==> src/rtl/ctrl_suma_serie_if.sv <==
// Operand/result handshake bundle for ctrl_suma_serie.
// CTRL_SUMA_RESTA_EN adds the op (add/subtract) select line.
interface ctrl_suma_serie_if #(
    parameter int unsigned N_NIB = 4
);
    logic [4*N_NIB-1:0] in_a;
    logic [4*N_NIB-1:0] in_b;
    logic               cin;
    logic               in_valid;
    logic               in_ready;
    logic [4*N_NIB-1:0] sum;
    logic               cout;
    logic               out_valid;
    logic               out_ready;
    logic               busy;
`ifdef CTRL_SUMA_RESTA_EN
    logic               op;
`endif

    modport master (
        output in_a, in_b, cin, in_valid, out_ready,
`ifdef CTRL_SUMA_RESTA_EN
        output op,
`endif
        input  in_ready, sum, cout, out_valid, busy
    );

    modport slave (
        input  in_a, in_b, cin, in_valid, out_ready,
`ifdef CTRL_SUMA_RESTA_EN
        input  op,
`endif
        output in_ready, sum, cout, out_valid, busy
    );
endinterface

==> src/rtl/ctrl_suma_serie.sv <==
// Nibble-serial adder controller: one shared 4-bit ripple adder, one nibble per cycle.
// Optional macro CTRL_SUMA_RESTA_EN enables subtraction via the op input.
module ctrl_suma_serie #(
    parameter int unsigned N_NIB = 4
) (
    input logic            clk,
    input logic            rst,
    ctrl_suma_serie_if.slave bus
);
    localparam int unsigned W     = 4 * N_NIB;
    localparam int unsigned IDX_W = $clog2(N_NIB);

    typedef enum logic [1:0] {IDLE, CALC, DONE} state_t;

    state_t           state_q, state_d;
    logic [W-1:0]     a_q, a_d;
    logic [W-1:0]     b_q, b_d;
    logic [W-1:0]     sum_q, sum_d;
    logic [IDX_W-1:0] idx_q, idx_d;
    logic             carry_q, carry_d;
    logic             cout_q, cout_d;

    logic [3:0]       nib_a, nib_b, nib_s;
    logic             nib_c;

    // Shared nibble adder
    always_comb begin
        nib_a          = a_q[{idx_q, 2'b00} +: 4];
        nib_b          = b_q[{idx_q, 2'b00} +: 4];
        {nib_c, nib_s} = 5'(nib_a) + 5'(nib_b) + 5'(carry_q);
    end

    always_comb begin
        state_d = state_q;
        a_d     = a_q;
        b_d     = b_q;
        sum_d   = sum_q;
        idx_d   = idx_q;
        carry_d = carry_q;
        cout_d  = cout_q;
        unique case (state_q)
            IDLE: begin
                if (bus.in_valid) begin
                    a_d   = bus.in_a;
                    sum_d = '0;
                    idx_d = '0;
`ifdef CTRL_SUMA_RESTA_EN
                    // Subtract as A + ~B + 1; op is consumed here, so it needs no register
                    b_d     = bus.op ? ~bus.in_b : bus.in_b;
                    carry_d = bus.op ? 1'b1 : bus.cin;
`else
                    b_d     = bus.in_b;
                    carry_d = bus.cin;
`endif
                    state_d = CALC;
                end
            end
            CALC: begin
                sum_d[{idx_q, 2'b00} +: 4] = nib_s;
                carry_d = nib_c;
                idx_d   = idx_q + 1'b1;
                if (idx_q == IDX_W'(N_NIB - 1)) begin
                    cout_d  = nib_c;
                    idx_d   = '0;
                    state_d = DONE;
                end
            end
            DONE: begin
                if (bus.out_ready) state_d = IDLE;
            end
            default: state_d = IDLE;
        endcase
    end

    always_ff @(posedge clk) begin
        if (rst) begin
            state_q <= IDLE;
            a_q     <= '0;
            b_q     <= '0;
            sum_q   <= '0;
            idx_q   <= '0;
            carry_q <= 1'b0;
            cout_q  <= 1'b0;
        end else begin
            state_q <= state_d;
            a_q     <= a_d;
            b_q     <= b_d;
            sum_q   <= sum_d;
            idx_q   <= idx_d;
            carry_q <= carry_d;
            cout_q  <= cout_d;
        end
    end

    assign bus.in_ready  = (state_q == IDLE);
    assign bus.busy      = (state_q != IDLE);
    assign bus.out_valid = (state_q == DONE);
    assign bus.sum       = sum_q;
    assign bus.cout      = cout_q;
endmodule

==> src/flat_wrapper.sv <==
// flat-port wrapper written by rule: the top's interface ports become plain ports
module ctrl_suma_serie_flat 
#(
    parameter int unsigned N_NIB = 4
)
  (clk, rst, bus_in_a, bus_in_b, bus_cin, bus_in_valid, bus_out_ready, bus_in_ready, bus_sum, bus_cout, bus_out_valid, bus_busy);
  ctrl_suma_serie_if #(.N_NIB(N_NIB)) bus_i ();
  input logic clk;
  input logic rst;
  input wire logic [$bits(bus_i.in_a)-1:0] bus_in_a;
  input wire logic [$bits(bus_i.in_b)-1:0] bus_in_b;
  input wire logic [$bits(bus_i.cin)-1:0] bus_cin;
  input wire logic [$bits(bus_i.in_valid)-1:0] bus_in_valid;
  input wire logic [$bits(bus_i.out_ready)-1:0] bus_out_ready;
  output wire logic [$bits(bus_i.in_ready)-1:0] bus_in_ready;
  output wire logic [$bits(bus_i.sum)-1:0] bus_sum;
  output wire logic [$bits(bus_i.cout)-1:0] bus_cout;
  output wire logic [$bits(bus_i.out_valid)-1:0] bus_out_valid;
  output wire logic [$bits(bus_i.busy)-1:0] bus_busy;
  assign bus_i.in_a = bus_in_a;
  assign bus_i.in_b = bus_in_b;
  assign bus_i.cin = bus_cin;
  assign bus_i.in_valid = bus_in_valid;
  assign bus_i.out_ready = bus_out_ready;
  assign bus_in_ready = bus_i.in_ready;
  assign bus_sum = bus_i.sum;
  assign bus_cout = bus_i.cout;
  assign bus_out_valid = bus_i.out_valid;
  assign bus_busy = bus_i.busy;
  ctrl_suma_serie #(.N_NIB(N_NIB)) u_core (.clk(clk), .rst(rst), .bus(bus_i));
endmodule
==> config.mk <==
export PLATFORM = sky130hd
export DESIGN_NAME = ctrl_suma_serie_flat
export DESIGN_NICKNAME = d
export VERILOG_FILES = /design/src/rtl/ctrl_suma_serie_if.sv /design/src/rtl/ctrl_suma_serie.sv /design/src/flat_wrapper.sv
export SDC_FILE = /design/constraint.sdc
export NUM_CORES = 1
export LEC_CHECK = 0
export CAP_MARGIN = 20
export CORE_MARGIN = 5
export CORE_UTILIZATION = 53
export DETAILED_ROUTE_END_ITERATION = 10
export GPL_TIMING_DRIVEN = 0
export HOLD_SLACK_MARGIN = 0.15
export PLACE_DENSITY = 0.84
export RECOVER_POWER = 100
export SYNTH_ARGS = -nofsm -noshare
export SYNTH_HDL_FRONTEND = slang
export SYNTH_SLANG_ARGS = --single-unit
==> constraint.sdc <==
create_clock -name clk -period 7.4 [get_ports clk]
set_input_delay 1.48 -clock clk [delete_from_list [all_inputs] [get_ports clk]]
set_output_delay 1.48 -clock clk [all_outputs]
set_load 0.005 [all_outputs]
; ---- After elaboration in Yosys (flattened, before gate mapping)
; Cells that the tools add are included.
[totals]
in_bits = 37
output_inout_bits = 20
elab_cells = 40
regBits = 54
[op_classes]
n_reduce_logical = 7
addsub = 4
n_shift = 4
muxes = 12
n_eq_ne = 6
[ops]
columns = operator, count
row1 = one-hot mux 16 bit (2 select lines), 1
row2 = indexed part select 16 x 5 -> 4 bit, 2
row3 = bitwise mux 16 bit, 1
row4 = two-way mux 16 bit, 1
row5 = variable shift 4 x 6 -> 16 bit (first input constant), 1
row6 = indexed part select 4 x 6 -> 16 bit, 1
row7 = two-way mux 2 bit, 5
row8 = negation 4 -> 6 bit, 1
row9 = one-hot mux 2 bit (3 select lines), 1
row10 = AND reduction 2 bit, 3
row11 = adder 4 x 4 -> 5 bit, 1
row12 = adder 5 x 1 -> 5 bit, 1
row13 = equality test 2 bit (second input constant), 2
row14 = inequality test 2 bit (second input constant), 2
row15 = one-hot mux 2 bit (2 select lines), 1
row16 = nonzero test 2 bit, 2
row17 = AND reduction 3 bit, 1
row18 = adder 2 x 1 -> 2 bit (second input constant), 1
row19 = equality test 2 x 1 -> 1 bit (second input constant), 1
row20 = zero test 2 bit, 1
row21 = inequality test 2 x 1 -> 1 bit (second input constant), 1
row22 = one-hot mux 1 bit (2 select lines), 1
row23 = two-way mux 1 bit, 1

; ---- Depth between registers and ports, before layout
[logic_depth]
ltp_word = 6
ltp_mapped = 9
mapped_depth_nobuf = 8

; ---- Least setup slack after synthesis
; OpenSTA, ideal clock, no wires.
[synth_timing]
path_kind = register -> register
from = reg u_core.idx_q[0]
to = reg u_core.carry_q
setup_ns = 0.129
synth_period_minus_slack_ns = 2.437
arrival_ns = 2.308
required_ns = 7.271
stages_incl_launch_ff = 10
path_buffers = 1
setup_slack_ns = 4.963
path_cell_list = dfxtp_1 buf_6 mux4_2 fa_1 inv_1 fa_1 nor2b_1 o21a_1 o21ai_0 a31oi_1
[synth_via]
elab_chain_cells = 4
word_cells_on_any_way = 5
classes_between = add/sub: 2 / shift: 2 / mux: 1
[synth_lines]
columns = item, line_no
row1 = start: declaration, ctrl_suma_serie.sv:19  ; logic [IDX_W-1:0] idx_q, idx_d;
row2 = start signal: assignment, ctrl_suma_serie.sv:89  ; idx_q <= idx_d;
row3 = "indexed part select 16 x 5 -> 4 bit, on equally long branches", "ctrl_suma_serie.sv:28, ctrl_suma_serie.sv:29"
row4 = adder 4 x 4 -> 5 bit (*), ctrl_suma_serie.sv:30  ; {nib_c, nib_s} = 5'(nib_a) + 5'(nib_b) + 5'(carry_q);
row5 = adder 5 x 1 -> 5 bit (*), ctrl_suma_serie.sv:30
row6 = one-hot mux 1 bit (2 select lines) (*), ctrl_suma_serie.sv:41  ; unique case (state_q)
row7 = end signal: assignment, ctrl_suma_serie.sv:90  ; carry_q <= carry_d;
row8 = end: declaration, ctrl_suma_serie.sv:20  ; logic carry_q, carry_d;
; Every way passes the cells marked *; elsewhere a longest branch is shown, timed or not.
; A chain may end at the register's enable or synchronous reset.

; ---- Worst setup path in the final report
[layout_timing]
from = reg u_core.state_q[1]
to = out bus_out_valid
[layout_via]
elab_chain_cells = 1
[layout_lines]
columns = item, line_no
row1 = start: declaration, ctrl_suma_serie.sv:15  ; state_t state_q, state_d;
row2 = start signal: assignment, ctrl_suma_serie.sv:85  ; state_q <= state_d;
row3 = equality test 2 bit, ctrl_suma_serie.sv:97  ; assign bus.out_valid = (state_q == DONE);
row4 = end: declaration, flat_wrapper.sv:18  ; output wire logic [$bits(bus_i.out_valid)-1:0] bus_out_valid;
; Every way passes these cells.

==> summary.md <==
| Metric | Value |
|---|---|
| Reg2reg end | `u_core.bus.sum[14]$_SDFFE_PP0P_` |
| Port-buffer cells | `55` |
| Root buf cell | `clkbuf_8` |
| Post-synth top area cell | `dfxtp_1` |
| CTS buffer count | `5` |
| Crit share post-route | `43.9%` |
| Post-synth top cells | `nand2_1, dfxtp_1, a21oi_1` |
| Worst slew pin tran | `0.726 ns` |
| Power Density | `183 mW/mm²` |
| Synthesis-stage register bit count | `54` |
| Post-synth top flop | `dfxtp_1` |
| Worst skew pair latency | `0.30 ns` |
| Final instance area | `0.00310 mm²` |
| Synth-to-Final Area Change | `27.0%` |
| Pleak | `1.23 nW` |
| Via Count | `2068` |
| CP arrival | `1.77 ns` |
| Crit end category | `output port` |
| Final hold vios | `0` |
| Die height | `77.9 µm` |
| Min-delay src | `u_core.b_q[11]$_SDFFE_PP0P_` |
| Share of cells above drive strength 1 | `7.55%` |
| WL/cell | `14.6 µm` |
| Post-CTS Repair Setup Buffers | `0` |
| Die Area | `0.00606 mm²` |
| Total nets after synthesis | `315` |
| Number of antenna violations at the first check in global routing | `0` |
| Top-count cell post-synth | `nand2_1` |
| Initial drt markers | `164` |
| Async SR Flop Fraction | `0%` |
| Power Total | `0.568 mW` |
| Mapped Cells | `269` |
| GRT Total Usage | `18.7%` |
| CTS tree | `yes` |
| Req. time, crit path | `5.92 ns` |
| Clk pin slew, worst setup/hold paths | `0.09 ns` |
| Gr ovfl total | `0` |
| Rows | `24` |
| Detailed Route WL | `5600 µm` |
| WHS Path Cells | `2` |
| Slew Limit Fails | `0` |
| Max Fanout on Critical Path | `10` |
| Hold crit path type | `reg2reg` |
| CP Class | `reg2out` |
| Destination of the worst hold path | `u_core.b_q[11]$_SDFFE_PP0P_` |
| Maximum vdd drop | `0.122 mV` |
| Initial Util | `55.3%` |
| Largest net degree at the start of global routing | `15` |
| Number of routed nets with antenna violations | `0` |
| Clock Path Buffers | `2` |
| Crit path time final | `3.25 ns` |
| Ys Warns | `0` |
| Max Cap Violations | `0` |
| GPL Wtd Cong | `0.827` |
| Fillers | `357` |
| Reg2reg start | `u_core.idx_q[0]$_SDFFE_PP0P_` |
| Clock skew | `0.00859 ns` |
| Clock sink count | `54` |
| Drt pass-1 iters | `4` |
| Top Ports | `57` |
| Top cells by area, synth | `dfxtp_1, nand2_1, mux4_2, a21oi_1, a22oi_1` |
| Number of synthesized flops with an enable pin | `0` |
| Vias in the first global route | `2036` |
| Mapped cell area | `0.00244 mm²` |
| # diodes | `0` |
| Dpl cell area | `0.00306 mm²` |
| Final Net Count | `377` |
| Sum Neg Setup Slack | `0 ns` |
| Slowest stage delay, CP | `0.57 ns` |
| Avg Cell Area, Syn | `9.07 µm²` |
| Critical path startpoint category | `flop` |
| RSZ-0062 raised after global routing | `no` |
| Core area | `0.00441 mm²` |
| Vias per inst | `5.40` |
| First-pass GRT wire length | `9230 µm` |
| CTS Hold Bufs | `0` |
| HPWL Detailed | `4290 µm` |
| Remaining DRCs | `0` |
| Max frequency | `0.308 GHz` |
| Worst R2R Setup Slack | `4.21 ns` |
| Final setup vio count | `0` |
| Status | `finished clean` |
| Cells along the critical path | `clkbuf_1 > and2b_1 > dlygate4sd3_1` |
| Slowest cell on crit path | `dlygate4sd3_1` |
| Die Width | `77.9 µm` |
| Post-synth cell types | `36` |
| Htree depth | `2` |
| Relative slew slack | `51.6%` |
| Post-CTS Resized | `0` |
| Register area share after synthesis | `44.3%` |
| Register-to-Register Path Depth | `8` |
| Top-area cell type share of the netlist area | `44.3%` |
## layout make-up
type,count,area (µm²),area share [%]
buffer,17,75.1,2.42
tap,52,65.1,2.10
sequential,54,1080,34.9
clock buffer,7,76.3,2.46
multi-input combinational,190,1220,39.4
inverter,8,30.0,0.969
timing repair buffer,55,551,17.8
## report_power, final
group          switching, mW  total, mW  internal (mW)
clock                 0.0869      0.152         0.0654
sequential           0.00828      0.312          0.304
combinational         0.0536      0.103         0.0496
## critical path: cells and delay by family, from the launching register on
family,cells,cell delay [ns]
DFF,1,0.31
and+or+nand+nor,1,0.21
buffers and inverters,2,0.94
## routing by layer
| metal | vias up | GRT usage, % | wire length, µm |
|---|---|---|---|
| met2 | 57 | 32.6 | 2860 |
| met1 | 962 | 23.5 | 2380 |
| met4 | 0 | 5.33 | 38 |
| li1 | 1044 | - | - |
| met5 | - | 0 | 0 |
| met3 | 5 | 3.47 | 324 |
## worst max path at each step
stage / slack, ns / from / cells after the start / to
after global routing: 3.97 / u_core.idx_q[0]$_SDFFE_PP0P_ / 8 / u_core.bus.sum[5]$_SDFFE_PP0P_
final: 4.15 / u_core.state_q[1]$_SDFFE_PP0P_ / 3 / bus_out_valid
after floorplan: 4.96 / u_core.idx_q[0]$_SDFFE_PP0P_ / 9 / u_core.carry_q$_SDFFE_PP0P_
after CTS: 4.41 / u_core.state_q[0]$_SDFFE_PP0P_ / 3 / bus_out_valid
after detailed placement: 4.61 / bus_in_valid / 5 / u_core.b_q[8]$_SDFFE_PP0P_
after global placement: 4.64 / bus_in_valid / 6 / u_core.b_q[1]$_SDFFE_PP0P_
## cell families after synthesis
kind of cell    Yosys count  synth area share (%)
xor+xnor                  1                 0.359
compound gates           63                  15.9
fa+ha+maj                 9                  5.23
simple gates            109                  21.4
buf+inv                  25                  5.38
mux                       8                  7.38
flops                    54                  44.3
## metrics by stage
stage	instances	hold slack (ns)	setup WS, ns	util [%]
floorplan	269	0.433	4.96	-
global placement	376	0.440	4.64	69.2
detailed placement	376	0.446	4.61	69.2
CTS	383	0.458	4.41	71.0
global route	383	0.477	3.97	70.2
finish	383	0.460	4.15	70.2
## layout by cell type, fill, tap and decap left out, types with 2 or more instances in the layout
cell | Yosys | layout
nand2_1 | 72 | 72
dfxtp_1 | 54 | 54
a21oi_1 | 35 | 35
clkdlybuf4s50_1 | 0 | 35
dlygate4sd3_1 | 0 | 20
nor2_1 | 18 | 18
clkbuf_1 | 7 | 15
a22oi_1 | 13 | 13
mux4_2 | 8 | 8
inv_1 | 7 | 7
ha_1 | 7 | 7
a21o_1 | 5 | 5
clkbuf_8 | 0 | 5
nand3_1 | 4 | 4
a32oi_1 | 4 | 4
buf_2 | 3 | 3
and2b_1 | 2 | 2
and3_4 | 2 | 2
nand2b_1 | 1 | 2
fa_1 | 2 | 2
## state kept, by name (all words and copies together), names as in the netlist
name and cells:
u_core.bus.cout 1, u_core.bus.sum 16, u_core.state_q 2, u_core.b_q 16, u_core.a_q 16, u_core.idx_q 2
u_core.carry_q 1
No activity file was read; power rests on OpenSTA's default activity.
==> RTL edit, RTL diff (same flow settings) <==
Re-encode `state_t` (3 states) as one-hot, 3 bits wide.
--- a/src/rtl/ctrl_suma_serie.sv
+++ b/src/rtl/ctrl_suma_serie.sv
@@ -11,5 +11,5 @@
     localparam int unsigned IDX_W = $clog2(N_NIB);
 
-    typedef enum logic [1:0] {IDLE, CALC, DONE} state_t;
+    typedef enum logic [2:0] {IDLE = 3'b001, CALC = 3'b010, DONE = 3'b100} state_t;
 
     state_t           state_q, state_d;
Function: same outputs for any inputs over 10 cycles, from zero or initial values and one cycle with rst high; not proved beyond that.
==> RTL edit against the original RTL <==
Wire length up 4.5%; clock skew rose by 0.0014 ns; worst setup slack got worse by 0.12 ns; sequential cell count grew 1; clock power is 53% higher; synthesized area grew 0.97%; total power is 12% higher; final area increased by 3.4%.
==> RTL edit: results <==
outcome:
  status: "finished, final reports clean"
placement:
  dp_hpwl_um: 4370
  port_buffers: 55
  gp_congestion: 0.825
  dp_worst_setup_slack_ns: 4.32
global_route:
  grt_pass1_wl_um: 9800
  grt_max_degree: 17
  track_usage_pct: 20.0
  grt_pass1_vias: 2094
sta:
  fmax_mhz: 297
  skew_ns: 0.00994
  maxSlewHeadroom_pct: 49.6
route:
  ant_nets: 0
  viasPerCell: 5.60
  first_pass_iters: 4
  drt-initial-drc-count: 146
  postRouteWirelength_um: 5850
critical_path:
  cp.arrival_ns: 3.56
  r2r-start: "u_core.idx_q[0]"
  regToRegSetupSlack_ns: 4.03
  r2r_cells: 8
  cp_top_family: "adder cells"
  cpMaxStageDelayCell: "mux4_2"
  crit_start: "u_core.idx_q[0]"
  critPathMaxStageDelay_ns: 0.64
  r2r_end: "u_core.carry_q"
cts:
  htree_levels: 2
  clk_pin_slew_worst_paths_ns: 0.10
  post_cts_resized: 0
  clkLatencyLatePin_ns: 0.32
  root_buffer: "clkbuf_8"
power:
  power.leakage_nw: 1.27
  ir_worst_vdd_uv: 142
synth:
  ys_types: 34
  synth-seq-area-share_pct: 44.7
  synth_nets: 320
  synth_common_cells: "69 x nand2_1, 55 x dfxtp_1, 37 x a21oi_1"
  synthTopCellsByArea: "dfxtp_1 45%, nand2_1 11%, a21oi_1 7.5%"
layout:
  nets: 382
  drive_gt1_share_pct: 7.42
min_path:
  min_to: "u_core.a_q[14]"
  hold_start: "u_core.a_q[14]"
  hp-class: "register to register"
  holdPathStages: 2
RTL edit: kinds of logic (layout without fill, tap and decap cells):
group / count (synthesis) / in the layout / share of synthesized area, %
compound gates: 65 / 65 / 16.3
mux: 8 / 8 / 7.31
buf+inv: 23 / 86 / 4.21
flops: 55 / 55 / 44.7
fa+ha+maj: 9 / 9 / 5.18
simple gates: 113 / 113 / 22.0
xor+xnor: 1 / 1 / 0.355
RTL edit: layout make-up:
class | instances | area (um^2)
well taps | 52 | 65.1
fillers | 357 | 1240
repair buffers | 55 | 551
clock inverters | 2 | 60.1
flip-flops and latches | 55 | 1100
inverters | 4 | 15.0
multi-input cells | 196 | 1260
clock buffers | 6 | 72.6
plain buffers | 19 | 80.1
RTL edit: worst max-delay path by stage:
stage                                end  depth (start not counted)
after CTS                   bus_in_ready                          3
after global placement     u_core.b_q[0]                          6
final                     u_core.carry_q                          8
after floorplan           u_core.carry_q                          8
after detailed placement   u_core.b_q[6]                          6
after global routing      u_core.carry_q                          8
RTL edit: worst register-to-register path, cell delays in order, from the launching register on:
cell	delay [ns]
dfxtp_1	0.54
clkbuf_1	0.63
mux4_2	0.64
fa_1	0.43
fa_1	0.41
a21o_1	0.21
a21oi_1	0.17
nand2b_1	0.13
a31oi_1	0.08
RTL edit: power by group:
part	leakage [nW]	switching (mW)	internal [mW]	total (mW)
clock	0.0654	0.0964	0.135	0.232
combinational	0.756	0.0464	0.0427	0.0892
sequential	0.448	0.00705	0.309	0.316
RTL edit: metrics by stage:
stage          hold slack (ns)  cell area (um^2)  instances
3_5_place_dp             0.447              3080        381
3_3_place_gp             0.441              3080        381
4_1_cts                  0.460              3210        389
6_report                 0.457              3200        389
2_1_floorplan            0.433              2460        274
5_1_grt                  0.473              3200        389
RTL edit: per-layer routing:
layer  track usage [%]  up-vias  part of all wire, %
li1                  -     1076                    -
met1              24.1     1018                   42
met2              35.6       77                   50
met3              4.12        7                  6.6
met4              6.64        0                  1.5
met5                 0        -                    0
